$ cat src/rtl/hs_pkg.sv
// ---------------------------------------------------------------------------
// hs_pkg -- shared definitions for the handshake pipe FIFO.
//
// Contents:
//   HS_DATA_W    default payload width of the master data bus
//   HS_STAT_W    width of the optional statistics counters
//   fifo_state_e occupancy state of the buffer (EMPTY / PARTIAL / FULL)
// ---------------------------------------------------------------------------
package hs_pkg;

    localparam int HS_DATA_W = 3;
    localparam int HS_STAT_W = 16;

    typedef enum logic [1:0] {
        EMPTY   = 2'd0,
        PARTIAL = 2'd1,
        FULL    = 2'd2
    } fifo_state_e;

endpackage : hs_pkg

$ cat src/rtl/hs_fifo_mem.sv
// ---------------------------------------------------------------------------
// hs_fifo_mem -- DEPTH x DATA_W register array, one synchronous write port
// and one asynchronous read port. Contents are intentionally not reset:
// a word is only ever read after it has been written.
//
// Ports:
//   clk    in   1       write clock (rising edge)
//   we     in   1       write enable
//   waddr  in   PTR_W   write address
//   wdata  in   DATA_W  write data
//   raddr  in   PTR_W   read address
//   rdata  out  DATA_W  read data (combinational from the array)
// ---------------------------------------------------------------------------
module hs_fifo_mem #(
    parameter int DATA_W = 3,
    parameter int DEPTH  = 4,
    parameter int PTR_W  = $clog2(DEPTH)
) (
    input  logic              clk,
    input  logic              we,
    input  logic [PTR_W-1:0]  waddr,
    input  logic [DATA_W-1:0] wdata,
    input  logic [PTR_W-1:0]  raddr,
    output logic [DATA_W-1:0] rdata
);

    logic [DATA_W-1:0] mem_q [DEPTH];

    always_ff @(posedge clk) begin
        if (we) begin
            mem_q[waddr] <= wdata;
        end
    end

    assign rdata = mem_q[raddr];

endmodule : hs_fifo_mem

$ cat src/rtl/hs_pipe_fifo.sv
// ---------------------------------------------------------------------------
// hs_pipe_fifo -- elastic valid/ready buffer between a producer (s_*) and a
// consumer (m_*). Holds up to DEPTH words in order. Both s_ready and m_valid
// are decoded from the registered occupancy state, so neither handshake has a
// combinational path from the opposite side.
//
// Handshake: a transfer happens on a rising edge where valid & ready are both
// high; valid may not depend on ready, and a raised valid (with its data) is
// held until the transfer.
//
// Ports:
//   sys_clk    in   1       clock, rising edge
//   sys_rst_n  in   1       asynchronous active-low reset
//   s_valid    in   1       producer word valid
//   s_data     in   DATA_W  producer word
//   s_ready    out  1       buffer can take a word this cycle
//   m_valid    out  1       head word valid
//   m_data     out  DATA_W  head word (0 while empty)
//   m_ready    in   1       consumer takes the head word this cycle
//   level      out  CNT_W   occupancy 0..DEPTH
//   stall_cnt  out  16      cycles with m_valid & !m_ready   (HS_FIFO_STATS_EN)
//   xfer_cnt   out  16      words popped                      (HS_FIFO_STATS_EN)
//
// Build option: define HS_FIFO_STATS_EN to add the saturating statistics
// counters and their ports.
// ---------------------------------------------------------------------------
module hs_pipe_fifo
    import hs_pkg::*;
#(
    parameter  int DATA_W = HS_DATA_W,
    parameter  int DEPTH  = 4,
    localparam int CNT_W  = $clog2(DEPTH) + 1
) (
    input  logic                 sys_clk,
    input  logic                 sys_rst_n,
    input  logic                 s_valid,
    input  logic [DATA_W-1:0]    s_data,
    output logic                 s_ready,
    output logic                 m_valid,
    output logic [DATA_W-1:0]    m_data,
    input  logic                 m_ready,
`ifdef HS_FIFO_STATS_EN
    output logic [HS_STAT_W-1:0] stall_cnt,
    output logic [HS_STAT_W-1:0] xfer_cnt,
`endif
    output logic [CNT_W-1:0]     level
);

    localparam int PTR_W = $clog2(DEPTH);

    fifo_state_e       state_q, state_d;
    logic [PTR_W-1:0]  wr_ptr_q, wr_ptr_d;
    logic [PTR_W-1:0]  rd_ptr_q, rd_ptr_d;
    logic [CNT_W-1:0]  level_q, level_d;
    logic [DATA_W-1:0] mem_rdata;
    logic              push;
    logic              pop;

    // Handshake outputs come only from the registered state.
    assign s_ready = (state_q != FULL);
    assign m_valid = (state_q != EMPTY);
    assign push    = s_valid & s_ready;
    assign pop     = m_valid & m_ready;
    assign level   = level_q;

    // Storage contents are stale after reset, so force zero while empty.
    assign m_data  = (level_q == '0) ? '0 : mem_rdata;

    hs_fifo_mem #(
        .DATA_W (DATA_W),
        .DEPTH  (DEPTH),
        .PTR_W  (PTR_W)
    ) u_mem (
        .clk   (sys_clk),
        .we    (push),
        .waddr (wr_ptr_q),
        .wdata (s_data),
        .raddr (rd_ptr_q),
        .rdata (mem_rdata)
    );

    // Pointers wrap naturally because DEPTH is a power of two.
    always_comb begin
        wr_ptr_d = wr_ptr_q;
        rd_ptr_d = rd_ptr_q;
        if (push) begin
            wr_ptr_d = wr_ptr_q + PTR_W'(1);
        end
        if (pop) begin
            rd_ptr_d = rd_ptr_q + PTR_W'(1);
        end
    end

    always_comb begin
        level_d = level_q;
        unique case ({push, pop})
            2'b10:   level_d = level_q + CNT_W'(1);
            2'b01:   level_d = level_q - CNT_W'(1);
            default: level_d = level_q;
        endcase
    end

    // Next-state logic. The state always matches level_d; it is kept as its
    // own register so the handshake outputs decode from two flops.
    always_comb begin
        state_d = state_q;
        unique case (state_q)
            EMPTY: begin
                if (push) begin
                    state_d = PARTIAL;
                end
            end
            PARTIAL: begin
                if (push && !pop && (level_q == CNT_W'(DEPTH - 1))) begin
                    state_d = FULL;
                end else if (pop && !push && (level_q == CNT_W'(1))) begin
                    state_d = EMPTY;
                end
            end
            FULL: begin
                // push is impossible here because s_ready is low.
                if (pop) begin
                    state_d = PARTIAL;
                end
            end
            default: state_d = EMPTY;
        endcase
    end

    always_ff @(posedge sys_clk or negedge sys_rst_n) begin
        if (!sys_rst_n) begin
            state_q  <= EMPTY;
            wr_ptr_q <= '0;
            rd_ptr_q <= '0;
            level_q  <= '0;
        end else begin
            state_q  <= state_d;
            wr_ptr_q <= wr_ptr_d;
            rd_ptr_q <= rd_ptr_d;
            level_q  <= level_d;
        end
    end

`ifdef HS_FIFO_STATS_EN
    logic [HS_STAT_W-1:0] stall_cnt_q, stall_cnt_d;
    logic [HS_STAT_W-1:0] xfer_cnt_q, xfer_cnt_d;

    // Both counters saturate at all-ones instead of wrapping.
    always_comb begin
        stall_cnt_d = stall_cnt_q;
        xfer_cnt_d  = xfer_cnt_q;
        if (m_valid && !m_ready && (stall_cnt_q != '1)) begin
            stall_cnt_d = stall_cnt_q + HS_STAT_W'(1);
        end
        if (pop && (xfer_cnt_q != '1)) begin
            xfer_cnt_d = xfer_cnt_q + HS_STAT_W'(1);
        end
    end

    always_ff @(posedge sys_clk or negedge sys_rst_n) begin
        if (!sys_rst_n) begin
            stall_cnt_q <= '0;
            xfer_cnt_q  <= '0;
        end else begin
            stall_cnt_q <= stall_cnt_d;
            xfer_cnt_q  <= xfer_cnt_d;
        end
    end

    assign stall_cnt = stall_cnt_q;
    assign xfer_cnt  = xfer_cnt_q;
`endif

endmodule : hs_pipe_fifo

$ cat config.mk
export PLATFORM = sky130hd
export DESIGN_NAME = hs_pipe_fifo
export DESIGN_NICKNAME = d
export VERILOG_FILES = /design/src/rtl/hs_pkg.sv /design/src/rtl/hs_fifo_mem.sv /design/src/rtl/hs_pipe_fifo.sv
export SDC_FILE = /design/constraint.sdc
export NUM_CORES = 1
export LEC_CHECK = 0
export BUFFER_PORTS_ARGS = -buffer_cell sky130_fd_sc_hd__buf_2
export CELL_PAD_IN_SITES_DETAIL_PLACEMENT = 0
export CELL_PAD_IN_SITES_GLOBAL_PLACEMENT = 2
export CORE_UTILIZATION = 40
export DETAILED_ROUTE_END_ITERATION = 7
export GPL_ROUTABILITY_DRIVEN = 0
export PLACE_DENSITY_LB_ADDON = 0.1
export SYNTH_ARGS = -nofsm -noshare
export SYNTH_HDL_FRONTEND = slang
export SYNTH_HIERARCHICAL = 1
export SYNTH_SLANG_ARGS = --single-unit
$ cat constraint.sdc
create_clock -name sys_clk -period 2.9 [get_ports sys_clk]
set_clock_uncertainty 0.2 [all_clocks]
set_input_delay 0 -clock sys_clk [delete_from_list [all_inputs] [get_ports sys_clk]]
set_output_delay 0 -clock sys_clk [all_outputs]
set_load 0.05 [all_outputs]
; Word level (Yosys, flattened, before mapping)
; Memory sizes are Yosys's and may differ from the RTL's.
; Cells that the tools add are included.
[totals]
ff_bits = 9
latch_bits = 0
mem_bits_rw = 12
romBits = 0
out_inout_bits = 8
elab_cells = 41
memories = 1
[mem_list]
columns = memory, depth, width, rd, rd_clocked_by_memory_dff, write_ports, line_no
row1 = u_mem.mem_q, 4, 3, 1, 0, 1, hs_fifo_mem.sv:27  ; logic [DATA_W-1:0] mem_q [DEPTH];
[classes]
addsub = 4
multipliers = 0
n_div = 0
order_cmp = 0
eq_ne = 10
n_shift = 0
muxes = 9
bitwise_logic = 2
reduce_logical = 11
[op_table]
columns = operator, count
row1 = 2-to-1 mux 2 bit, 4
row2 = "inequality test 2 bit, second input constant", 3
row3 = one-hot mux 2 bit (3 select lines), 1
row4 = one-hot mux 3 bit (2 select lines), 1
row5 = "adder 2 x 1 -> 2 bit, second input constant", 2
row6 = "== test 2 x 1 -> 1 bit, second input constant", 2
row7 = "== test 2 bit, second input constant", 2
row8 = logical AND 1 bit, 4
row9 = nonzero test 2 bit, 2
row10 = "adder 3 x 1 -> 3 bit, second input constant", 1
row11 = "== test 3 x 1 -> 1 bit, second input constant", 1
row12 = "== test 3 x 2 -> 1 bit, second input constant", 1
row13 = zero test 3 bit, 1
row14 = 2-to-1 mux 3 bit, 1
row15 = "inequality test 3 bit, second input constant", 1
row16 = AND reduction 3 bit, 1
row17 = "subtractor 3 x 1 -> 3 bit, second input constant", 1
row18 = bitwise AND 1 bit, 2
row19 = zero test 1 bit, 2
row20 = zero test 2 bit, 1
row21 = 2-to-1 mux 1 bit, 2

; Depth between registers and ports, before layout
; Gate-level depths: netlist of the first run.
[depth]
depth_word = 8
depth_mapped = 7

; Modules after synthesis
; Netlist of the first run, hierarchy kept.
[modules_own_cells]
columns = mod, n_inst, cells_each, area_each_um2, seq_area_each_um2
row1 = hs_pipe_fifo, 1, 48, 503.0, 225.2
row2 = hs_fifo_mem, 1, 19, 470.5, 360.3

; Worst setup path before layout of the first run
; OpenSTA, ideal clock, no wires.
[synth_timing]
kind = register -> output
startpoint = reg level_q[0] (netlist: level[0])
endpoint = out m_data[0]
arrival_time_ns = 1.871
required_ns = 2.700
path_slack_ns = 0.829
path_stages_with_launch = 5
path_buffers = 0
path_cell_list = dfrtp_1 -> inv_1 -> ha_1 -> ha_1 -> nor2b_1
[synth_via]
elab_chain_len = 2
[synth_rtl]
columns = element, line_no
row1 = start: declaration, hs_pipe_fifo.sv:54  ; logic [CNT_W-1:0] level_q, level_d;
row2 = start signal: assignment, hs_pipe_fifo.sv:140  ; level_q <= level_d;
row3 = zero test 3 bit, hs_pipe_fifo.sv:67  ; assign m_data = (level_q == '0) ? '0 : mem_rdata;
row4 = 2-to-1 mux 3 bit, hs_pipe_fifo.sv:67
row5 = end: declaration, hs_pipe_fifo.sv:40  ; output logic [DATA_W-1:0] m_data,
; Every way passes these cells.

; Worst setup path in the final report of the first run
[layout_timing]
startpoint = reg rd_ptr_q[0]
endpoint = out m_data[2]
[layout_via]
elab_chain_len = 2
[layout_rtl]
columns = element, line_no
row1 = start: declaration, hs_pipe_fifo.sv:53  ; logic [PTR_W-1:0] rd_ptr_q, rd_ptr_d;
row2 = start signal: assignment, hs_pipe_fifo.sv:139  ; rd_ptr_q <= rd_ptr_d;
row3 = memory read (4 x 3 bit), --
row4 = via mem_rdata[2], hs_pipe_fifo.sv:55  ; logic [DATA_W-1:0] mem_rdata;
row5 = 2-to-1 mux 3 bit, hs_pipe_fifo.sv:67
; The timed path passes the listed nets, and every way through them passes these cells.

==> results.cfg, run 1 <==
[synthesis]
yosysTopAreaCell = edfxtp_1
synth_adder_area_share_pct = 9.00
netlist_area_um2 = 973
synth_seq_cells = 21
synth_cells = 67
synth_area_leaders = edfxtp_1, dfrtp_1, ha_1
synth_top_family_by_area = simple AND/OR/NAND/NOR gates
synthMuxAreaShare_pct = 10.2
syn_nets = 81
synth.avg_cell_area_um2 = 14.5
synth_compound_area_share_pct = 2.83
yosysUniqueCellTypes = 22
synth_xor_xnor_area_share_pct = 5.40
ys_seq_area_share_pct = 60.2
synth-edff-count = 12
synthFlopType = edfxtp_1
synth-async-reset-ratio_pct = 42.9
ys_warn_count = 6
synth_simple_gate_area_share_pct = 10.5
synth_top_area_share_pct = 37.0

[cts]
cts_hold_buffers = 7
cts_setup_buffers = 0
cts_tree = built
cts_buffers = 3
ctsRootBufferMaster = clkbuf_4
htreeDepth = 1
clk_pin_slew_ns = 0.13
clockBufferDepth = 2
clk_latency_ns = 0.31
clock-sinks = 21
cts_resized = 0

[global_routing]
grt_use_met1_pct = 21.4
antenna_found_initial = 0
overflow = 0
grtUsageMet2_pct = 22.4
globalRoute.busiestLayer = met2
gr-usage-all-layers_pct = 15.6
met3_usage_pct = 2.68
grt_pass1_vias = 568
grt_max_degree = 14
grt_pass1_wl_mm = 2.75

[setup_path]
end_kind = output pin
cp_data_required_time_ns = 2.70
worstSetupPathType = register to output pin
worstPathMaxFanout = 5
setup.worst_path.start = rd_ptr_q[0]
ff2ff_setup_slack_ns = 1.11
cp_data_arrival_time_ns = 1.73
cp-start-kind = register
r2r_end = u_mem/mem_q[0][2]
rr_worst_depth = 4
crit_path_end = m_data[2]
reg2reg_from = state_q[1]

[detailed_routing]
drt-initial-drc-count = 5
dr.pass1.iters = 3
num_vias = 578
wl_per_cell_um = 14.0
postRouteAntennaNets = 0
drcViolationCount = 0
totalWireLength_mm = 1.68
vias_per_cell = 4.82

[final_layout]
final_core_util_pct = 52.3
fill_cells = 232
seqCellArea_um2 = 586
area_growth_pct = 21.1
layout_commonest_cell = buf_2
instances_no_fill = 120
final_cell_mix = buf_2, edfxtp_1, dfrtp_1
num-nets-final = 107
multi_input_area_um2 = 369
layout-drive-gt1-share_pct = 21.7
antenna_cells = 0

[placed_design]
portBuffers = 14
place_inst = 109
place_ws_ns = 1.11
place_hpwl_mm = 1.24

[die]
dieHeight_um = 51.3
row_count = 17
initial_utilization_pct = 43.2
core_um2 = 2250
die-area_um2 = 2630
boundaryPins = 15
fp.dieW_um = 51.3

[sta]
hold_ws_ns = 0.231
rsz0062_at_grt = no
min_period_ns = 1.93
hold_violations = 0
tightest_slew_ns = 0.469
fin_ws_ns = 0.975
fin_crit_sh_pct = 66.4
fmax_mhz = 519
setup_viol = 0
relSlewSlack_pct = 68.7
fin_tns_setup_ns = 0
drv_slew = 0

[power_and_ir_drop]
p_leak_uw = 0.000507
ir_worst_vdd_mv = 0.529
power_density_nw_per_um2 = 1020

[status]
outcome = complete, no violations

[job]
cap_violations = 0

[min_path]
min_path_type = input port to register
-- critical path: stages (launching register included) --
cell and delay [ns]:
dfrtp_1 0.49, mux4_1 0.58, nor2b_1 0.14, buf_2 0.21
-- area by class of cell --
type	instances	area share (%)
multi-input combinational	41	31.3
tap	28	2.97
inverter	5	1.59
sequential	21	49.7
clock buffer	3	1.91
timing repair buffer	21	11.9
clock inverter	1	0.637
-- per-layer routing --
layer,vias to the layer above,share of wire (%)
met5,-,0
met4,0,2.7
met3,5,3.6
met2,13,45
met1,269,49
li1,291,-
-- power by group --
| group | switching [uW] | total, uW | internal [uW] |
|---|---|---|---|
| registers | 78.0 | 488 | 410 |
| logic | 360 | 568 | 208 |
| clock network | 96.1 | 149 | 52.7 |
-- Yosys cell counts, drive strengths merged (2+ instances only) --
| master | n |
|---|---|
| nor2b | 3 |
| ha | 7 |
| dfrtp | 9 |
| nand2 | 6 |
| mux2i | 2 |
| and3b | 2 |
| xnor2 | 5 |
| o22ai | 2 |
| edfxtp | 12 |
| inv | 5 |
| mux4 | 3 |
| o21ai | 2 |
| nand2b | 2 |
-- logic make-up after synthesis --
group | count (synthesis)
flops | 21
simple gates | 18
fa+ha+maj | 7
xor+xnor | 6
compound gates | 5
buf+inv | 5
mux | 5
-- metrics by stage --
step	total power, uW	instance area, um^2
after floorplan	935	973
after global placement	1060	1080
after CTS	1220	1180
after detailed placement	1070	1080
final	1210	1180
after global routing	1290	1180
-- worst min-delay path by stage --
stage                     cells past startpoint                 to      start
after floorplan                               0           level[0]  sys_rst_n
after global placement                        1        rd_ptr_q[1]  sys_rst_n
after detailed placement                      1        rd_ptr_q[1]  sys_rst_n
after CTS                                     2  u_mem/mem_q[2][1]  s_data[1]
after global routing                          2  u_mem/mem_q[0][1]  s_data[1]
final                                         2  u_mem/mem_q[3][2]  s_data[2]
-- sequential cells by signal (all words and copies together), names as in the netlist --
signal       flops
wr_ptr_q         2
rd_ptr_q         2
level            3
state_q          2
u_mem/mem_q     12
Note: power is estimated with default switching activity, not from simulation.
==> run 2: changes to the inputs <==
Settings changed: ABC_AREA from default to 1, CORE_UTILIZATION 40 to 30.
Clock period 2.9 ns to 1.7 ns, I/O delays scaled along.
==> results.cfg, run 2 <==
[status]
outcome = complete, no violations

[global_routing]
grt_pass1_vias = 697
grt_use_met1_pct = 17.7
globalRoute.busiestLayer = met1
antenna_found_initial = 0
grt_max_degree = 13
grt_pass1_wl_mm = 3.16
overflow = 0
gr-usage-all-layers_pct = 12.1
met3_usage_pct = 1.89
grtUsageMet2_pct = 17.1

[setup_path]
rr_worst_depth = 6
crit_slowest_cell = dfrtp_2
r2r_end = level[2]
reg2reg_from = level[0]
slowest_delay_ns = 0.39
path_cells = inv_1 > ha_1 > ha_2 > nor2_4 > buf_8
cp_data_required_time_ns = 1.50
crit_path_end = m_data[1]
worstSetupPathType = register to output pin
cp-start-kind = register
ff2ff_setup_slack_ns = 0.09
worstPathMaxFanout = 3
end_kind = output pin
setup.worst_path.start = level[1]
cp_data_arrival_time_ns = 1.41

[synthesis]
synthFlopType = edfxtp_1
netlist_area_um2 = 1070
ys_warn_count = 6
ys_seq_area_share_pct = 54.9
synth.most_common_cell = inv_1
synth_area_leaders = edfxtp_1, dfrtp_1, inv_1
syn_nets = 129
synth_top_area_share_pct = 33.8
yosysUniqueCellTypes = 16
synth_seq_cells = 21
synth-async-reset-ratio_pct = 42.9
yosysTopAreaCell = edfxtp_1
synth_cells = 115
synth-edff-count = 12
yosys-top-cells-count = inv_1, nand2_1, edfxtp_1
synth.avg_cell_area_um2 = 9.28

[die]
initial_utilization_pct = 31.7
die-area_um2 = 3800
core_um2 = 3360
fp.dieW_um = 61.6
boundaryPins = 15
dieHeight_um = 61.6
row_count = 21

[detailed_routing]
wl_per_cell_um = 10.1
dr.pass1.iters = 3
vias_per_cell = 4.05
postRouteAntennaNets = 0
drt-initial-drc-count = 18
drcViolationCount = 0
num_vias = 782
totalWireLength_mm = 1.95

[sta]
relSlewSlack_pct = 70.3
drv_slew = 0
fmax_mhz = 620
rsz0062_at_grt = no
hold_ws_ns = 0.267
setup_viol = 0
fin_crit_sh_pct = 94.8
min_period_ns = 1.61
fin_tns_setup_ns = 0
tightest_slew_ns = 0.444
hold_violations = 0

[final_layout]
largest_register_ffs = 12
area_growth_pct = 34.2
antenna_cells = 0
final_cell_mix = inv_1, nand2_1, edfxtp_1
num-nets-final = 162
finalInstanceArea_um2 = 1430
fill_cells = 366
layout-drive-gt1-share_pct = 31.3
largest_register = u_mem/mem_q
layout_commonest_cell = inv_1

[job]
cap_violations = 0

[cts]
clk_latency_ns = 0.30
clk_pin_slew_ns = 0.12
cts_tree = built
clockBufferDepth = 2
htreeDepth = 1
ctsRootBufferMaster = clkbuf_4
clock-sinks = 21
cts_buffers = 3

[min_path]
min_path_type = input port to register

[power_and_ir_drop]
power_density_nw_per_um2 = 1840
ir_worst_vdd_mv = 0.623
power_uw = 2640
p_leak_uw = 0.000698

[placed_design]
dpl_cell_area_um2 = 1240
portBuffers = 14
place_hpwl_mm = 1.52
## run 2: cell count changes in the layout (fill, tap and decap cells not counted), sizes merged, moves of 4 or more
| cell | delta |
|---|---|
| buf | +7 |
| inv | +24 |
| nand2 | +20 |
| nand3 | +8 |
| nor2 | +5 |
| nor3 | +4 |
| o21ai | +4 |
## run 2: layout make-up
type / count / area [um^2] / area share (%)
flip-flops and latches: 21 / 591 / 41.2
multi-input cells: 65 / 425 / 29.7
repair buffers: 28 / 223 / 15.5
inverters: 29 / 109 / 7.60
well taps: 46 / 57.6 / 4.02
clock buffers: 3 / 22.5 / 1.57
clock inverters: 1 / 5.00 / 0.349
## run 2: cell families after synthesis
| group | Yosys count | share of synthesized area, % |
|---|---|---|
| DFF | 21 | 54.9 |
| and+or+nand+nor | 45 | 18.3 |
| adders and majority gates | 7 | 8.21 |
| AOI/OAI and AO/OA | 7 | 3.52 |
| buffers and inverters | 29 | 10.2 |
| xor gates and xnor gates | 6 | 4.92 |
## run 2: what timing repair did
action	4_1_cts	5_1_grt
setup endpoints to repair	12	15
hold endpoints to repair	27	0
gates resized for setup	5	17
hold buffers	7	0
buffers inserted	1	4
pin swaps	0	2
## run 2: power breakdown
| group | leakage, uW | total [uW] | switching (uW) | internal, uW |
|---|---|---|---|---|
| registers | 0.000213 | 840 | 134 | 706 |
| clock network | 0.0000177 | 238 | 150 | 87.6 |
| logic | 0.000467 | 1560 | 941 | 616 |
## run 2: per-stage QoR
step	cells	utilization, %	setup WS [ns]
after floorplan	115	-	0.0315
after global placement	177	36.9	0.0421
after detailed placement	177	36.9	0.0140
after CTS	189	40.4	-0.0258
after global routing	193	42.6	0.000111
final	193	42.6	0.0877
## run 2: how the worst min path moves through the flow
stage               slack (ns)           endpoint  startpoint  cells after the start
finish                    0.27  u_mem/mem_q[3][2]   s_data[2]                      2
global route              0.25  u_mem/mem_q[3][2]   s_data[2]                      2
CTS                       0.25  u_mem/mem_q[2][2]   s_data[2]                      2
detailed placement       -0.33           level[2]   sys_rst_n                      1
global placement         -0.33           level[2]   sys_rst_n                      1
floorplan                -0.50           level[0]   sys_rst_n                      0
## run 2: critical path, delay by kind of cell (launching register included)
family | cells | cell delay [ns]
flops | 1 | 0.39
fa+ha+maj | 2 | 0.39
buf+inv | 2 | 0.20
simple gates | 1 | 0.12
## run 2: metal layers
layer,part of all wire [%],wire (um)
met2,45,873
met4,0.77,15
met5,0,0
met3,2.4,46
met1,52,1020
==> run 3: changes to the inputs <==
Settings changed: ABC_AREA 1 to default, CORE_UTILIZATION 30 to 34, REMOVE_ABC_BUFFERS from default to 1.
==> results.cfg, run 3 (synthesis results as in run 1) <==
[setup_path]
crit_slowest_cell = mux4_2
cp_data_required_time_ns = 1.50
path_buf_inv = 1
ff2ff_setup_slack_ns = 0.12
slowest_delay_ns = 0.52
worstPathMaxFanout = 4
worstSetupPathType = register to output pin
path_cells = mux4_2 > nor2b_4 > buf_6
critPathTopFamily = multiplexers
cp-start-kind = register
cp_data_arrival_time_ns = 1.55
end_kind = output pin

[placed_design]
place_hpwl_mm = 1.16
portBuffers = 14
place_inst = 114

[global_routing]
grtUsageMet2_pct = 16.7
grt_use_met1_pct = 17.5
gr-usage-all-layers_pct = 11.7
met3_usage_pct = 2.34
grt_max_degree = 13
overflow = 0
grt_pass1_wl_mm = 2.71
globalRoute.busiestLayer = met1
grt_pass1_vias = 586
antenna_found_initial = 0

[cts]
clock-sinks = 21
clk_pin_slew_ns = 0.12
cts_buffers = 3
cts_tree = built
ctsRootBufferMaster = clkbuf_4
clockBufferDepth = 2
htreeDepth = 1
clk_latency_ns = 0.29

[detailed_routing]
drt-initial-drc-count = 9
totalWireLength_mm = 1.70
num_vias = 604
wl_per_cell_um = 13.0
dr.pass1.iters = 3
vias_per_cell = 4.61
postRouteAntennaNets = 0
drcViolationCount = 0

[die]
initial_utilization_pct = 35.6
fp.dieW_um = 55.5
dieHeight_um = 55.5
boundaryPins = 15
row_count = 19
die-area_um2 = 3080
core_um2 = 2730

[final_layout]
num-nets-final = 115
layout-drive-gt1-share_pct = 36.0
final_core_util_pct = 46.8
largest_register_ffs = 12
largest_register = u_mem/mem_q
area_growth_pct = 31.4
instances_no_fill = 131
seqCellArea_um2 = 587
multi_input_area_um2 = 388
fill_cells = 260
layout_commonest_cell = edfxtp_1
antenna_cells = 0
final_cell_mix = edfxtp_1, buf_2, dfrtp_1, buf_4, dlygate4sd3_1

[job]
cap_violations = 0

[status]
outcome = finished with violations
failed_checks = setup timing

[sta]
fin_ws_ns = -0.0512
drv_slew = 0
tightest_slew_ns = 0.447
fin_tns_setup_ns = -0.146
rsz0062_at_grt = yes
fmax_mhz = 571
hold_violations = 0
fin_crit_sh_pct = 103
setup_viol = 3
relSlewSlack_pct = 70.1
min_period_ns = 1.75

[min_path]
min_path_type = input port to register

[power_and_ir_drop]
power_density_nw_per_um2 = 1770
p_leak_uw = 0.000553
ir_worst_vdd_mv = 1.14
run 3: per-layer routing:
layer  up-vias  routed length, um
met5         -                  0
met4         0                 13
met3         2                 43
met2         8                760
met1       289                883
li1        305                  -
run 3: timing repair:
action,in CTS,in global routing
gates resized for setup,9,8
setup buffers,3,3
pin swaps,0,1
endpoints found under the setup margin,3,10
hold buffers,7,0
hold endpoints to repair,27,0
run 3: report_power, final:
group	switching, uW	leakage [uW]	internal, uW	total, uW
logic	675	0.000321	531	1210
clock network	150	0.0000177	87.5	237
registers	120	0.000215	702	822
total	945	0.000553	1320	2270
run 3: through the flow:
stage	total power, uW	hold WS [ns]	worst slack (ns)	area [um^2]
after floorplan	1600	-0.496	-0.371	973
after global placement	1830	-0.324	0.0227	1100
after detailed placement	1820	-0.332	0.0453	1100
after CTS	2210	0.247	-0.0870	1220
after global routing	2400	0.244	-0.120	1280
final	2270	0.250	-0.0512	1280
run 3: layout make-up:
class | count | share of cell area, %
Tap cell | 31 | 3.03
Timing Repair Buffer | 29 | 17.1
Inverter | 5 | 1.47
Clock buffer | 3 | 1.76
Multi-Input combinational cell | 41 | 30.3
Clock inverter | 1 | 0.391
Sequential cell | 21 | 45.9
run 3: worst register-to-register path: stages, from the launching register on:
cell,delay (ns)
dfrtp_1,0.42
nand2b_1,0.19
nand2_2,0.09
buf_4,0.12
ha_4,0.14
nand2_1,0.05
o21ai_0,0.16
o22ai_1,0.11
run 3: path summary, 6_finish.rpt:
kind	start	to	depth (start not counted)
max	rd_ptr_q[0]	m_data[0]	3
min	s_data[0]	u_mem/mem_q[0][0]	2
max reg2reg	state_q[0]	state_q[0]	7
min reg2reg	state_q[0]	state_q[0]	1
max in group asynchronous	sys_rst_n	rd_ptr_q[0]	3
min in group asynchronous	sys_rst_n	level[0]	3
